==> src/rtl/inter_link.sv <==
// inter_link: queued, beat-serialised four-phase board-to-board message link.
// Optional INTER_LINK_REMOTE_RST_EN: all-ones msg_type pulses interboard_rst and flushes the TX queue.
module inter_link #(
  parameter int MSG_W       = 3,
  parameter int NUM_W       = 5,
  parameter int DATA_W      = 6,
  parameter int FIFO_DEPTH  = 4,
  parameter int TIMEOUT_CYC = 1000000
) (
  input  logic              clk,
  input  logic              rst,
  input  logic              ctrl_en,
  input  logic [MSG_W-1:0]  ctrl_msg_type,
  input  logic [NUM_W-1:0]  ctrl_number,
  output logic              inter_ready,
  output logic              Request_out,
  output logic              Ack_out,
  output logic [DATA_W-1:0] inter_data_out,
  input  logic              Request_in,
  input  logic              Ack_in,
  input  logic [DATA_W-1:0] inter_data_in,
  output logic              interboard_en,
  output logic [MSG_W-1:0]  interboard_msg_type,
  output logic [NUM_W-1:0]  interboard_number,
  output logic              interboard_rst,
  output logic              link_err
);
  localparam int PAY_W = MSG_W + NUM_W;
  localparam int BEATS = (PAY_W + DATA_W - 1) / DATA_W;
  localparam int EXT_W = BEATS * DATA_W;
  localparam int PAD   = EXT_W - PAY_W;
  localparam int AW    = $clog2(FIFO_DEPTH);
  localparam int BW    = $clog2(BEATS + 1);
  localparam int TW    = $clog2(TIMEOUT_CYC + 1);
  typedef enum logic [1:0] {IDLE, SETUP, REQ, REL} tx_state_t;
  logic              r_req_s1, r_req_s2, r_ack_s1, r_ack_s2;
  logic [PAY_W-1:0]  r_mem [FIFO_DEPTH];
  logic [AW:0]       r_wp, r_rp;
  tx_state_t         r_state;
  logic [EXT_W-1:0]  r_tx_sh, r_rx_sh;
  logic [BW-1:0]     r_tx_beat, r_rx_beat;
  logic [TW-1:0]     r_tx_tmr, r_rx_tmr;
  logic [DATA_W-1:0] r_data;
  logic              r_abort, r_tx_err, r_rx_err, r_req_out, r_ack_out, r_rx_done, r_en, r_irst;
  logic [MSG_W-1:0]  r_msg;
  logic [NUM_W-1:0]  r_num;
  logic              w_empty, w_push, w_pop, w_cap, w_remote;
  logic [EXT_W-1:0]  w_head_ext, w_tx_nxt, w_rx_nxt;
  logic [PAY_W-1:0]  w_rx_pay;
  assign w_empty     = r_wp == r_rp;
  assign inter_ready = !((r_wp[AW] != r_rp[AW]) && (r_wp[AW-1:0] == r_rp[AW-1:0]));
  assign w_push      = ctrl_en && inter_ready;
  assign w_pop       = (r_state == IDLE) && !w_empty;
  // Payload is left-justified in the beat frame; the pad bits trail in the last beat.
  assign w_head_ext  = EXT_W'(r_mem[r_rp[AW-1:0]]) << PAD;
  assign w_tx_nxt    = r_tx_sh << DATA_W;
  assign w_rx_nxt    = (r_rx_sh << DATA_W) | EXT_W'(inter_data_in);
  assign w_rx_pay    = r_rx_sh[EXT_W-1 -: PAY_W];
  assign w_cap       = r_req_s2 && !r_ack_out;
`ifdef INTER_LINK_REMOTE_RST_EN
  assign w_remote    = &w_rx_pay[PAY_W-1 -: MSG_W];
`else
  assign w_remote    = 1'b0;
`endif
  assign Request_out         = r_req_out;
  assign Ack_out             = r_ack_out;
  assign inter_data_out      = r_data;
  assign interboard_en       = r_en;
  assign interboard_msg_type = r_msg;
  assign interboard_number   = r_num;
  assign interboard_rst      = r_irst;
  assign link_err            = r_tx_err | r_rx_err;
  always_ff @(posedge clk or negedge rst) begin
    if (!rst) begin
      {r_req_s1, r_req_s2, r_ack_s1, r_ack_s2} <= '0;
    end else begin
      {r_req_s2, r_req_s1} <= {r_req_s1, Request_in};
      {r_ack_s2, r_ack_s1} <= {r_ack_s1, Ack_in};
    end
  end
  always_ff @(posedge clk or negedge rst) begin
    if (!rst) begin
      r_wp <= '0;
      r_rp <= '0;
      for (int i = 0; i < FIFO_DEPTH; i++) r_mem[i] <= '0;
    end else begin
      if (w_push) begin
        r_mem[r_wp[AW-1:0]] <= {ctrl_msg_type, ctrl_number};
        r_wp <= r_wp + 1'b1;
      end
      if (r_irst) r_rp <= r_wp;
      else if (w_pop) r_rp <= r_rp + 1'b1;
    end
  end
  always_ff @(posedge clk or negedge rst) begin
    if (!rst) begin
      r_state   <= IDLE;
      r_tx_sh   <= '0;
      r_data    <= '0;
      r_tx_beat <= '0;
      r_tx_tmr  <= '0;
      r_abort   <= 1'b0;
      r_tx_err  <= 1'b0;
      r_req_out <= 1'b0;
    end else begin
      r_tx_err <= 1'b0;
      case (r_state)
        IDLE: if (!w_empty) begin
          r_tx_sh   <= w_head_ext;
          r_data    <= w_head_ext[EXT_W-1 -: DATA_W];
          r_tx_beat <= '0;
          r_state   <= SETUP;
        end
        SETUP: begin
          r_req_out <= 1'b1;
          r_tx_tmr  <= '0;
          r_state   <= REQ;
        end
        REQ: if (r_ack_s2) begin
          r_req_out <= 1'b0;
          r_tx_tmr  <= '0;
          r_state   <= REL;
        end else if (r_tx_tmr == TW'(TIMEOUT_CYC - 1)) begin
          r_req_out <= 1'b0;
          r_tx_err  <= 1'b1;
          r_abort   <= 1'b1;
          r_state   <= REL;
        end else r_tx_tmr <= r_tx_tmr + 1'b1;
        REL: if (!r_ack_s2) begin
          if (r_abort || r_tx_beat == BW'(BEATS - 1)) begin
            r_abort <= 1'b0;
            r_state <= IDLE;
          end else begin
            r_tx_sh   <= w_tx_nxt;
            r_data    <= w_tx_nxt[EXT_W-1 -: DATA_W];
            r_tx_beat <= r_tx_beat + 1'b1;
            r_state   <= SETUP;
          end
        end else if (!r_abort) begin
          if (r_tx_tmr == TW'(TIMEOUT_CYC - 1)) begin
            r_tx_err <= 1'b1;
            r_abort  <= 1'b1;
          end else r_tx_tmr <= r_tx_tmr + 1'b1;
        end
        default: r_state <= IDLE;
      endcase
    end
  end
  always_ff @(posedge clk or negedge rst) begin
    if (!rst) begin
      r_rx_sh   <= '0;
      r_rx_beat <= '0;
      r_rx_tmr  <= '0;
      r_ack_out <= 1'b0;
      r_rx_done <= 1'b0;
      r_rx_err  <= 1'b0;
      r_en      <= 1'b0;
      r_irst    <= 1'b0;
      r_msg     <= '0;
      r_num     <= '0;
    end else begin
      r_rx_err  <= 1'b0;
      r_rx_done <= 1'b0;
      r_en      <= 1'b0;
      r_irst    <= 1'b0;
      if (w_cap) begin
        r_rx_sh   <= w_rx_nxt;
        r_ack_out <= 1'b1;
        r_rx_tmr  <= '0;
        r_rx_beat <= (r_rx_beat == BW'(BEATS - 1)) ? '0 : r_rx_beat + 1'b1;
        r_rx_done <= r_rx_beat == BW'(BEATS - 1);
      end else begin
        if (!r_req_s2) r_ack_out <= 1'b0;
        if (r_rx_beat != '0) begin
          if (r_rx_tmr == TW'(TIMEOUT_CYC - 1)) begin
            r_rx_beat <= '0;
            r_rx_tmr  <= '0;
            r_rx_err  <= 1'b1;
          end else r_rx_tmr <= r_rx_tmr + 1'b1;
        end
      end
      if (r_rx_done) begin
        if (w_remote) r_irst <= 1'b1;
        else begin
          r_en  <= 1'b1;
          r_msg <= w_rx_pay[PAY_W-1 -: MSG_W];
          r_num <= w_rx_pay[NUM_W-1:0];
        end
      end
    end
  end
endmodule

==> config.mk <==
export PLATFORM = sky130hd
export DESIGN_NAME = inter_link
export DESIGN_NICKNAME = d
export VERILOG_FILES = /design/src/rtl/inter_link.sv
export SDC_FILE = /design/constraint.sdc
export NUM_CORES = 1
export LEC_CHECK = 0
export CORE_MARGIN = 4
export CORE_UTILIZATION = 59
export DETAILED_ROUTE_END_ITERATION = 8
export PLACE_DENSITY_LB_ADDON = 0.12
export SLEW_MARGIN = 20
export SYNTH_ARGS = -nofsm -noshare
export SYNTH_HDL_FRONTEND = slang
export SYNTH_SLANG_ARGS = --single-unit
==> constraint.sdc <==
create_clock -name clk -period 2.2 [get_ports clk]
set_input_delay 0.22 -clock clk [delete_from_list [all_inputs] [get_ports clk]]
set_output_delay 0.22 -clock clk [all_outputs]
set_load 0.05 [all_outputs]
After elaboration in Yosys (flattened, before gate mapping)
Index checks and enable logic that the tools add are counted.
Operators by class
  $lt $le $gt $ge: 3
  bitwise operators: 4
  div/mod/pow operators: 0
  equality and inequality tests: 20
  muxes and demuxes: 58
  reductions and logical operators: 23
  multipliers: 0
  shifts and indexed selects: 0
  add/sub/neg operators: 6
Operators with widths (number)
  two-way mux 20 bit: 7
  case mux 20 bit (3 select lines): 1
  adder 20 x 1 -> 20 bit, second input constant: 2
  equality test 20 bit, second input constant: 2
  two-way mux 6 bit: 6
  bitwise mux 32 bit: 1
  two-way mux 8 bit: 3
  case mux 6 bit (2 select lines): 2
  two-way mux 2 bit: 11
  two-way mux 1 bit: 19
  binary-select mux 8 bit (select 2 bit): 1
  demux 8 bit (select 2 bit): 1
  inequality test 2 bit, second input constant: 7
  bitwise OR 12 x 6 -> 12 bit: 1
  nonzero test 2 bit: 6
  case mux 2 bit (4 select lines): 1
  AND reduction 4 bit: 2
  adder 3 x 1 -> 3 bit, second input constant: 2
  equality test 2 x 1 -> 1 bit, second input constant: 3
  >= comparator 3 bit, second input constant: 2
  inequality test 3 bit, second input constant: 2
  inverter 2 -> 3 bit: 2
  case mux 1 bit (2 select lines): 3
  AND reduction 3 bit: 2
  16 further kinds: 25
Storage, ports and cells
  output and inout port bits: 20
  flip-flop bits (word level): 127
  ROM bits: 0
  memories: 0
  bits in writable memories: 0
  logic and storage cells: 141
  bits in latches: 0

Longest topological paths before layout
Gate-level depths: netlist (run 1).
  depth after elaboration: 6
  gate-level depth with buffers: 8
  depth with buffers taken out: 7

Least setup slack after synthesis (run 1)
Ideal clock, no wire load.
  kind: reg-to-reg
  start: register r_ack_out, in the netlist Ack_out
  end: register r_rx_tmr[19]
  arrival time: 1.799 ns
  data required time: 2.131 ns
  stages on the path, launching flop included: 6
  setup slack: 0.332 ns
  period minus slack after synthesis: 1.868 ns
  path buffers: 1
  path through: dfrtp_1 -> nand2b_1 -> clkbuf_1 -> nand2_1 -> or4_1 -> nand3_1
Between the ends
  cells in the longest elaborated chain, start to end: 3
  elaborated cells between the ends (all ways): 4
  classes of those cells: mux: 1; reduce/logical: 3
Ends and longest elaborated chain
  start: declaration: RTL line 44  | logic r_abort, r_tx_err, r_rx_err, r_req_out, r_ack_out, r_rx_done, r_en, r_irst;
  start signal: assignment: RTL line 154  | r_ack_out <= 1'b0;
  start signal: assignment: RTL line 168  | r_ack_out <= 1'b1;
  start signal: assignment: RTL line 173  | if (!r_req_s2) r_ack_out <= 1'b0;
  zero test 1 bit (*): RTL line 59  | assign w_cap = r_req_s2 && !r_ack_out;
  logical AND 1 bit (*): RTL line 59
  two-way mux 20 bit or nonzero test 2 bit (tied branches)
  end signal: assignment: RTL line 179  | end else r_rx_tmr <= r_rx_tmr + 1'b1;
  end: declaration: RTL line 42  | logic [TW-1:0] r_tx_tmr, r_rx_tmr;
Every way passes the cells marked *; elsewhere a longest branch is shown, timed or not.
A chain may end at the register's enable or synchronous reset.

Worst setup path after layout (run 1)
  start: register r_rx_err
  end: output port link_err
Between the ends
  cells in the longest elaborated chain, start to end: 1
Ends and longest elaborated chain
  start: declaration: RTL line 44
  start signal: assignment: RTL line 156  | r_rx_err <= 1'b0;
  start signal: assignment: RTL line 162  | r_rx_err <= 1'b0;
  start signal: assignment: RTL line 178  | r_rx_err <= 1'b1;
  bitwise OR 1 bit: RTL line 72  | assign link_err = r_tx_err | r_rx_err;
  end: declaration: RTL line 26  | output logic link_err
Every way passes these cells.

==> metrics.yaml, run 1 <==
detailed_routing:
  ant_nets: 0
  viasPerCell: 5.76
  vias: 4178
  wl_per_cell_um: 16.4
  drt_iter0_drc: 283
  drt-total-wl_um: 11900
  dr.pass1.iters: 5
  drcViolationCount: 0
setup_path:
  critPathSlowestCell: "clkdlybuf4s50_1"
  critical_path.startpoint: "r_rx_err$_DFF_PN0_"
  worstSetupStartpointType: "register"
  critPathTopFamily: "buffers and inverters"
  crit_arrival_ns: 1.87
  crit_type: "register to output port"
  max_stage_delay_ns: 0.70
  reg2reg_from: "r_state[1]$_DFFE_PN0P_"
  cp.buffers_inverters: 1
  path_max_fanout: 1
  endpoint_kind: "output port"
  crit_required_ns: 1.98
  path_cells: "or2_2 > clkdlybuf4s50_1"
yosys:
  ys_ff_latch: 123
  netlist_area_mm2: 0.00588
  synth.avg_cell_area_um2: 11.2
  syn-instance-count: 526
  synth_nets: 558
  seq_area_frac_synth_pct: 52.3
  synth_ff_type: "dfrtp_1"
  ys.warnings.count: 0
  async_reset_ff_share_pct: 100
  synth_edf_count: 0
  synth_cell_type_count: 63
pwr:
  ir_worst_vdd_mv: 0.844
  power.density_mw_per_mm2: 1340
  p_leak_nw: 3.17
finish:
  nFillCells: 650
  final_util_pct: 73.2
  areaGrowthSynthToFinish_pct: 21.1
  insertedDiodeCount: 0
  nets: 612
  drive_above_1_share_pct: 18.9
timing:
  period_needed_ns: 2.09
  hold_viol: 0
  worstMarginPinSlew_ns: 0.855
  finalClockSkew_ns: 0.0101
  maxSlewViolCount: 0
  rsz0062_at_grt: "no"
  max_slew_margin_pct: 42.5
  finalSetupTns_ns: 0
  finalSetupViolations: 0
  period_share_pct: 95.1
  max_freq_mhz: 478
run_status:
  status: "completed"
clocking:
  postCtsSetupBuffers: 0
  clk_latency_ns: 0.53
  clk_path_buf_depth: 2
  path_clk_slew_ns: 0.06
  cts-root-buf: "clkbuf_8"
  cts_tree: "built"
  cts_sinks: 123
  cts-htree-levels: 4
  numCtsBuffers: 17
floorplan:
  die-area_mm2: 0.0116
  rows: 36
  start_util_pct: 60.5
  core-area_mm2: 0.00973
  die_h_um: 108
  die_x_um: 108
  pin_count: 39
min_path:
  min_path_type: "input port to register"
  worstHoldStart: "Ack_in"
global_route:
  grt_first_pass_wirelength_um: 20400
  first_global_vias: 4218
  overflow: 0
  grt_antenna_before_repair: 0
  grt.total_usage_pct: 22.7
  grt_max_degree: 42
place:
  numPortBuffers: 37
  dp_hpwl_um: 7950
  gp_congestion: 0.885
run:
  cap_violations: 0
## cells by family (layout without fill, tap and decap cells)
logic type / Yosys count / after routing / synth area share [%]
muxes: 56 / 56 / 12.2
other: 1 / 1 / 0.0637
xor gates and xnor gates: 22 / 22 / 3.53
adders and majority gates: 13 / 13 / 2.76
DFF: 123 / 123 / 52.3
buffers and inverters: 36 / 102 / 2.64
AOI/OAI and AO/OA: 67 / 67 / 8.00
and+or+nand+nor: 208 / 208 / 18.5
## placed cells by master (no fill, tap or decap), types with 15 or more instances in the layout
master and instances:
clkdlybuf4s50_1 35, nand3_1 31, inv_1 18, nand4_1 16
mux2_2 38, dfrtp_1 123, buf_4 15, nand2_1 63
nor2_1 31, o21ai_0 24, clkbuf_16 16
## routing by layer
metal | wire length [um] | vias to the layer above | GRT usage (%)
met5 | 0 | - | 0
met4 | 191 | 0 | 9.02
met3 | 575 | 23 | 6.30
met2 | 5980 | 102 | 36.5
met1 | 5160 | 2067 | 29.1
li1 | - | 1986 | -
## report_power, final
group | leakage, nW | switching [W] | internal (W)
clock | 0.304 | 0.000943 | 0.00198
sequential | 1.56 | 0.000422 | 0.00290
combinational | 1.30 | 0.00184 | 0.00148
total | 3.17 | 0.00321 | 0.00636
## state kept, by name, indices dropped and copies added (netlist names), 2 cells and up
signal and count:
r_wp 3, r_rx_sh 12, r_rp 3, r_rx_beat 2, r_rx_tmr 20, inter_data_out 6
r_mem 32, r_tx_beat 2, interboard_msg_type 3, r_tx_tmr 20, interboard_number 5, r_tx_sh 2
r_state 2
## path summary, 6_finish.rpt
path / to / slack [ns] / depth (start not counted)
max: link_err / 0.11 / 2
min: r_ack_s1$_DFF_PN0_ / 0.14 / 1
max reg2reg: r_tx_tmr[12]$_DFFE_PN0P_ / 0.18 / 7
min reg2reg: r_ack_s2$_DFF_PN0_ / 0.34 / 0
max in group asynchronous: r_tx_tmr[15]$_DFFE_PN0P_ / 1.32 / 3
min in group asynchronous: interboard_msg_type[0]$_DFFE_PN0P_ / 0.19 / 2
## cells in the mapped netlist (5+ instances only)
master    instances  area (um^2)
o21ai_0          24          120
o211ai_1          5         37.5
a21oi_1          10         50.1
ha_1             13          163
nor4_1            5         31.3
clkbuf_1         11         41.3
xor2_1           13          114
or3_1             5         31.3
a21o_1            5         37.5
mux2_2           38          428
mux2i_1           6         60.1
xnor2_1           7         61.3
mux4_2            6          135
nand4_1          16          100
nor3_1            8         40.0
inv_1            18         67.6
nand3_1          31          155
nor2_1           32          120
dfrtp_1         123         3080
nand3b_1          8         60.1
nand2_1          63          236
and3_1            6         37.5
## repair_timing
| action | 4_1_cts | 5_1_grt |
|---|---|---|
| resized for setup | 0 | 2 |
| hold endpoints to repair | 32 | 0 |
| hold buffers | 1 | 0 |
| endpoints found under the setup margin | 0 | 5 |
## through the flow
step	hold WS (ns)	cells	instance area, um^2	setup WS, ns	total power (W)
3_5_place_dp	0.201	693	6470	0.0607	0.00668
6_report	0.141	725	7120	0.109	0.00957
5_1_grt	0.131	725	7120	0.0377	0.0101
3_3_place_gp	0.192	693	6470	0.188	0.00653
4_1_cts	0.116	725	7100	0.00144	0.00965
2_1_floorplan	-0.0756	526	5880	0.332	0.00570
## layout make-up
type	instances	area (um^2)	area share [%]
sequential	123	3080	43.2
multi-input combinational	367	2670	37.5
timing repair buffer	53	513	7.20
clock buffer	25	494	6.94
tap	133	166	2.34
clock inverter	6	133	1.86
inverter	18	67.6	0.948
(Power assumes the default switching activity.)
==> inputs of run 2 (changes only) <==
Settings changed: CTS_CLUSTER_SIZE set to 28.
==> results of run 2 <==
Final layout, timing and power as in run 1 (identical DEF).
